==> src/rtl/dmem_pkg.sv <==
// Shared definitions for the data-memory responder: FSM encoding, default
// widths and the wait-counter width.
package dmem_pkg;

    localparam int ADDR_W_DEF = 8;
    localparam int DATA_W_DEF = 8;
    localparam int WCNT_W     = 3;

    typedef enum logic [1:0] {
        ST_IDLE   = 2'd0,
        ST_WAIT   = 2'd1,
        ST_ACCESS = 2'd2,
        ST_DONE   = 2'd3
    } dmem_state_e;

endpackage

==> src/rtl/dmem_array.sv <==
// Single-port synchronous data memory, 2^ADDR_W x DATA_W.
// dout is registered and read-first; contents are never reset.
module dmem_array
    import dmem_pkg::*;
#(
    parameter int ADDR_W = ADDR_W_DEF,
    parameter int DATA_W = DATA_W_DEF
) (
    input  logic              clk,
    input  logic              we,
    input  logic [ADDR_W-1:0] addr,
    input  logic [DATA_W-1:0] din,
    output logic [DATA_W-1:0] dout
);

    logic [DATA_W-1:0] mem [0:(1<<ADDR_W)-1];

    // One access port: optional write, registered read of the same address.
    always_ff @(posedge clk) begin
        if (we) mem[addr] <= din;
        dout <= mem[addr];
    end

endmodule

==> src/rtl/data_mem_responder.sv <==
// Data-memory responder: latches the address strobe into a MAR, accepts a
// single read or write from IDLE, optionally inserts wait states, performs
// the array access and pulses ready in DONE.
// Optional feature: define DMEM_WAIT_EN to insert WAIT_CYCLES wait states
// per access; without it the FSM goes straight from IDLE to ACCESS.
module data_mem_responder
    import dmem_pkg::*;
#(
    parameter int ADDR_W      = ADDR_W_DEF,
    parameter int DATA_W      = DATA_W_DEF,
    parameter int WAIT_CYCLES = 2
) (
    input  logic              clk,
    input  logic              reset,
    input  logic              d_mar,
    input  logic [ADDR_W-1:0] addr,
    input  logic              rd,
    input  logic              wr,
    input  logic [DATA_W-1:0] wdata,
    output logic [DATA_W-1:0] rdata,
    output logic              rdata_oe,
    output logic              ready,
    output logic              busy,
    output logic              err
);

    localparam logic [WCNT_W-1:0] WAIT_INIT = WCNT_W'(WAIT_CYCLES);

    dmem_state_e       state, state_nxt;
    logic [ADDR_W-1:0] mar;
    logic [DATA_W-1:0] wdata_q;
    logic [DATA_W-1:0] rdata_q;
    logic [DATA_W-1:0] mem_dout;
    logic              op_rd;
    logic              err_q;
    logic              accept;
    logic              illegal;

    // A request is taken only from IDLE with exactly one of rd/wr set.
    assign accept  = (state == ST_IDLE) && (rd ^ wr);
    assign illegal = (state == ST_IDLE) && rd && wr;

`ifdef DMEM_WAIT_EN
    logic [WCNT_W-1:0] wcnt;

    // Wait counter: loaded on accept, counts down while in WAIT.
    always_ff @(posedge clk or negedge reset) begin
        if (!reset)                            wcnt <= '0;
        else if (accept)                       wcnt <= WAIT_INIT;
        else if (state == ST_WAIT && wcnt != 0) wcnt <= wcnt - 1'b1;
    end
`else
    // Wait states are compiled out; the parameter is intentionally unused.
    logic unused_wait_cfg;
    assign unused_wait_cfg = ^WAIT_INIT;
`endif

    // State register.
    always_ff @(posedge clk or negedge reset) begin
        if (!reset) state <= ST_IDLE;
        else        state <= state_nxt;
    end

    // Next-state logic.
    always_comb begin
        state_nxt = state;
        case (state)
            ST_IDLE: begin
                if (accept) begin
`ifdef DMEM_WAIT_EN
                    state_nxt = (WAIT_INIT != 0) ? ST_WAIT : ST_ACCESS;
`else
                    state_nxt = ST_ACCESS;
`endif
                end
            end
            ST_WAIT: begin
`ifdef DMEM_WAIT_EN
                if (wcnt <= 1) state_nxt = ST_ACCESS;
`else
                state_nxt = ST_IDLE;
`endif
            end
            ST_ACCESS: state_nxt = ST_DONE;
            ST_DONE:   state_nxt = ST_IDLE;
            default:   state_nxt = ST_IDLE;
        endcase
    end

    // Request capture: MAR follows the strobe in IDLE, which also makes it the
    // effective access address; wdata and direction are frozen at accept.
    always_ff @(posedge clk or negedge reset) begin
        if (!reset) begin
            mar     <= '0;
            wdata_q <= '0;
            op_rd   <= 1'b0;
            err_q   <= 1'b0;
            rdata_q <= '0;
        end else begin
            if (state == ST_IDLE && d_mar) mar <= addr;
            if (accept) begin
                wdata_q <= wdata;
                op_rd   <= rd;
            end
            err_q <= illegal;
            if (state == ST_DONE && op_rd) rdata_q <= mem_dout;
        end
    end

    // Storage; the write fires only in ACCESS, so a reset before ACCESS
    // leaves the array untouched.
    dmem_array #(
        .ADDR_W (ADDR_W),
        .DATA_W (DATA_W)
    ) u_array (
        .clk  (clk),
        .we   ((state == ST_ACCESS) && !op_rd),
        .addr (mar),
        .din  (wdata_q),
        .dout (mem_dout)
    );

    // In DONE of a read the fresh array output is forwarded; otherwise the
    // last completed read is held.
    assign ready    = (state == ST_DONE);
    assign busy     = (state != ST_IDLE);
    assign rdata_oe = (state == ST_DONE) && op_rd;
    assign rdata    = rdata_oe ? mem_dout : rdata_q;
    assign err      = err_q;

endmodule

==> config.mk <==
export PLATFORM = sky130hd
export DESIGN_NAME = data_mem_responder
export DESIGN_NICKNAME = d
export VERILOG_FILES = /design/src/rtl/dmem_pkg.sv /design/src/rtl/dmem_array.sv /design/src/rtl/data_mem_responder.sv
export SDC_FILE = /design/constraint.sdc
export NUM_CORES = 2
export LEC_CHECK = 0
export CORE_UTILIZATION = 40
export DETAILED_ROUTE_END_ITERATION = 10
export PLACE_DENSITY = 0.61
export SLEW_MARGIN = 0
export SYNTH_ARGS = -nofsm -noshare
export SYNTH_HDL_FRONTEND = slang
export SYNTH_SLANG_ARGS = --single-unit
==> constraint.sdc <==
create_clock -name clk -period 5.5 [get_ports clk]
set_input_delay 1.1 -clock clk [delete_from_list [all_inputs] [get_ports clk]]
set_output_delay 1.1 -clock clk [all_outputs]
set_load 0.005 [all_outputs]
[Word-level counts from Yosys, hierarchy flattened]
Memories as Yosys holds them, arrays and structs flattened. A register that Yosys moved wholly into a read port is not among the register bits.
Cells that the tools add are included.
Operators by class
  reduce and logical (&&, ||, !) cells: 10
  equality and inequality tests: 4
  bitwise gates (word level): 1
  multiplexer cells: 5
Operator list (number)
  8-bit two-way mux: 1
  1-bit logical AND: 6
  2-bit one-hot mux with 3 select lines: 1
  2-bit equality test (second input constant): 2
  2-bit by 1-bit equality test with 1-bit output (second input constant): 1
  2-bit logical NOT: 1
  1-bit two-way mux: 2
  2-bit two-way mux: 1
  2-bit inequality test (second input constant): 1
  2-bit nonzero test: 1
  2-bit OR reduction: 1
  1-bit logical NOT: 1
  1-bit bitwise XOR: 1
Word-level totals
  flip-flop bits (word level): 28
  input port bits: 21
  logic and storage cells: 27
  RAM bits: 2048
  output and inout bits: 12
  memories kept: 1
Memory list
  u_array.mem: words 256, bits a word 8, read ports 1, clocked after Yosys merged registers in 1, write ports 1, line dmem_array.sv:16  | logic [DATA_W-1:0] mem [0:(1<<ADDR_W)-1];

[Depth between registers and ports, before layout]
  word-level depth: 4
  gate-level depth with buffers: 9
  depth with buffers taken out: 5

[Modules after synthesis]
From an unflattened synthesis, not the netlist that was laid out.
Second synthesis, totals
  cell total of the unflattened synthesis: 3616
  area, all modules: 79581.3 µm²
By module, submodules not included
  dmem_array: sequential area each 61659.1 µm², cells each 3547, times used 1, area each 78492.8 µm²
  data_mem_responder: sequential area each 700.7 µm², cells each 69, times used 1, area each 1088.5 µm²

[Worst setup path after synthesis]
No wires, ideal clock.
  path kind: register -> register
  start: reg wdata_q[0]
  end: mem u_array.mem[0][0] in the netlist's numbering (data pin)
  arrival time: 3.179 ns
  buffers on the path: 0
  stages on the path, launching flop included: 1
  slack: 1.518 ns
  setup time: 0.803 ns
  period minus slack after synthesis: 3.982 ns
  required time: 4.697 ns
  cell sequence: dfrtp_1
RTL lines
  from (decl): line data_mem_responder.sv:31  | logic [DATA_W-1:0] wdata_q;
  from (signal assigned): line data_mem_responder.sv:102  | wdata_q <= wdata;
  to (decl): line dmem_array.sv:16
Straight into the memory's write port.

==> impl_metrics.env <==
export IMPL_outcome="completed"
export IMPL_final_common_cell="edfxtp_1"
export IMPL_htree_levels=4
export IMPL_cp_end_kind="flip-flop"
export IMPL_r2r_cells=6
export IMPL_vias=37337
export IMPL_p_sw_mw=14.92
export IMPL_clk_latency_ns=0.83
export IMPL_holdPathEnd="state[1]"
export IMPL_cts_repair_resized=0
export IMPL_layout_common_cells="edfxtp_1 (2048), mux4_2 (512), nor2_1 (262)"
export IMPL_cts_sinks=2084
export IMPL_powerDensity_nw_per_um2=531.1
export IMPL_use_met2_pct=30.68
export IMPL_min_period_ns=4.277
export IMPL_maxSlewHeadroom_pct=11.48
export IMPL_wire_per_inst_um=29.35
export IMPL_whs_path_depth=1
export IMPL_coreArea_um2=197400
export IMPL_drt_iter0_markers=4320
export IMPL_hold_start="state[0]"
export IMPL_crit_required_ns=6.15
export IMPL_timing_final_crit_share_pct=77.75
export IMPL_max_freq_mhz=233.8
export IMPL_hold_violations=0
export IMPL_ios=33
export IMPL_gr_usage_all_layers_pct=19.16
export IMPL_via_per_inst=5.716
export IMPL_detail_route_antenna_nets=0
export IMPL_postLayoutCoreUtil_pct=45.56
export IMPL_place_congestion=0.7930
export IMPL_yosysTopAreaCell="edfxtp_1"
export IMPL_seq_power_share_pct=44.1
export IMPL_drt_first_pass_iters=6
export IMPL_syn2layout_area_growth_pct=13.13
export IMPL_dp_hpwl_um=108400
export IMPL_holdBufCountCts=0
export IMPL_syn_area_per_cell_um2=22.13
export IMPL_die_x_um=447.8
export IMPL_postSynthCellCount=3593
export IMPL_numCtsBuffers=203
export IMPL_finalMaxSlewViolations=0
export IMPL_grt_util_met3_pct=3.717
export IMPL_start_util_pct=40.27
export IMPL_synth_net_count=3614
export IMPL_p_total_mw=47.76
export IMPL_rsz0062_at_grt="false"
export IMPL_clk_pin_slew_ns=0.06
export IMPL_grtUsageMet1_pct=26.91
export IMPL_tns_ns=0
export IMPL_vdd_drop_max_mv=0.4543
export IMPL_synth_warnings=0
export IMPL_ys_seq_elements=2084
export IMPL_crit_path_max_fanout=73
export IMPL_grt_pass1_wl_um=275900
export IMPL_grt_ovfl_total=0
export IMPL_finalNonFillerCells=6532
export IMPL_setup_viol=0
export IMPL_routed_wl_um=191700
export IMPL_final_nets=3741
export IMPL_comb_power_share_pct=27.0
export IMPL_synth_cell_types=27
export IMPL_port_buffers=32
export IMPL_hp_class="reg2reg"
export IMPL_dp_cells=6155
export IMPL_clkPwrFrac_pct=28.9
export IMPL_r2r_setup_slack_ns=1.22
export IMPL_reg2reg_from="mar[0]"
export IMPL_drive_gt1_share_pct=25.47
export IMPL_grt_pass1_vias=38162
export IMPL_yosysSeqAreaShare_pct=78.44
export IMPL_critical_path_arrival_ns=4.93
export IMPL_drv_cap=0
export IMPL_die_h_um=447.8
export IMPL_dieArea_um2=200500
export IMPL_drc_errors=0
export IMPL_intPower_mw=32.84
export IMPL_cts_tree="built"
export IMPL_synth_area_leaders="edfxtp_1 (77%), mux4_2 (15%), a22oi_1 (2.4%)"
export IMPL_netlist_area_leader_share_pct=77.36
export IMPL_fin_skew_ns=0.03111
export IMPL_cts_root_buf="clkbuf_16"
export IMPL_fin_hold_ws_ns=0.5005
export IMPL_leakage_nw=27.17
export IMPL_worst_setup_path_type="reg2reg"
export IMPL_crit_path_start_kind="flip-flop"
export IMPL_syn_area_um2=79500
export IMPL_timing_rr_end="u_array.dout[7]"
export IMPL_antenna_found_initial=6
export IMPL_worst_pin_slew_ns=1.311
export IMPL_postCtsSetupBuffers=0
export IMPL_rows=163
export IMPL_cts_buffer_depth=3
export IMPL_grt_busiest_layer="met2"
export IMPL_grt_max_degree=216
export IMPL_p_sw_share_pct=31.24
==> critical path, cell delays in order (launching register included) <==
cell and delay [ns]:
dfrtp_4 1.00, buf_12 0.51, mux4_2 0.58, a22oi_1 0.35, a21oi_1 0.23, o41ai_1 1.14, nand4_1 0.15
==> flip-flops by register name (all words and copies together) (netlist names) <==
| signal | cells |
|---|---|
| err | 1 |
| state | 2 |
| u_array.dout | 8 |
| wdata_q | 8 |
| u_array.mem | 2048 |
| op_rd | 1 |
| rdata_q | 8 |
| mar | 8 |
==> area by class of cell <==
| type | count | area, um^2 |
|---|---|---|
| Inverter | 2 | 7.507 |
| Fill cell | 16422 | 107500 |
| Sequential cell | 2084 | 62400 |
| Clock buffer | 254 | 5419 |
| Timing Repair Buffer | 149 | 1486 |
| Clock inverter | 122 | 1164 |
| Multi-Input combinational cell | 1280 | 16160 |
| Tap cell | 2640 | 3303 |
| Antenna cell | 1 | 2.502 |
==> power by group through the flow <==
| stage | logic, mW | registers (mW) | clock network (mW) |
|---|---|---|---|
| after floorplan | 7.55 | 22.1 | 0 |
| after global placement | 12.9 | 21.4 | 0 |
| after detailed placement | 13.1 | 21.4 | 0 |
| after CTS | 13.1 | 21.1 | 14.0 |
| after global routing | 13.6 | 21.1 | 14.6 |
| final | 12.9 | 21.1 | 13.8 |
==> kinds of logic (layout without fill, tap and decap cells) <==
logic type,after synthesis,count (layout),synth area share (%)
buffers and inverters,229,527,1.325
flip-flops,2084,2084,78.44
multiplexers,537,537,14.86
AO/OA/AOI/OAI,416,416,3.727
AND/OR/NAND/NOR,326,326,1.637
other,0,1,0
XOR/XNOR,1,1,0.01102
==> how the worst max path moves through the flow <==
stage / to / slack (ns) / from
2_1_floorplan: u_array.mem[0][0] / 1.52 / wdata_q[0]
3_3_place_gp: u_array.dout[7] / 1.11 / mar[0]
3_5_place_dp: u_array.dout[7] / 1.08 / mar[0]
4_1_cts: u_array.dout[7] / 1.09 / mar[0]
5_1_grt: u_array.dout[7] / 0.95 / mar[0]
6_report: u_array.dout[7] / 1.22 / mar[0]
==> Yosys cell counts (all sizes together) <==
cell and instances:
nand3 4, inv 2, nor2 263, o41ai 32
dfxtp 8, xor2 1, clkbuf 135, nand2b 2
edfxtp 2048, buf 92, mux2 25, nor3b 2
and2 4, and3 2, mux4 512, a22oi 256
nand4 8, dfrtp 28, nor2b 7, and3b 1
nand2 32, a21oi 128, or2 1
==> through the flow <==
stage               cell area (um^2)  worst slack (ns)
finish                         89940             1.224
global route                   89940            0.9516
CTS                            89940             1.086
detailed placement             83350             1.079
global placement               83350             1.114
floorplan                      79500             1.518
==> per-layer routing <==
layer	share of wire [%]	routed length, um	vias up
met2	48	92900	1486
li1	-	-	15485
met5	0.021	41	-
met3	7.5	14420	295
met4	2.3	4489	6
met1	42	79890	20065
Note: power is estimated with default switching activity, not from simulation.
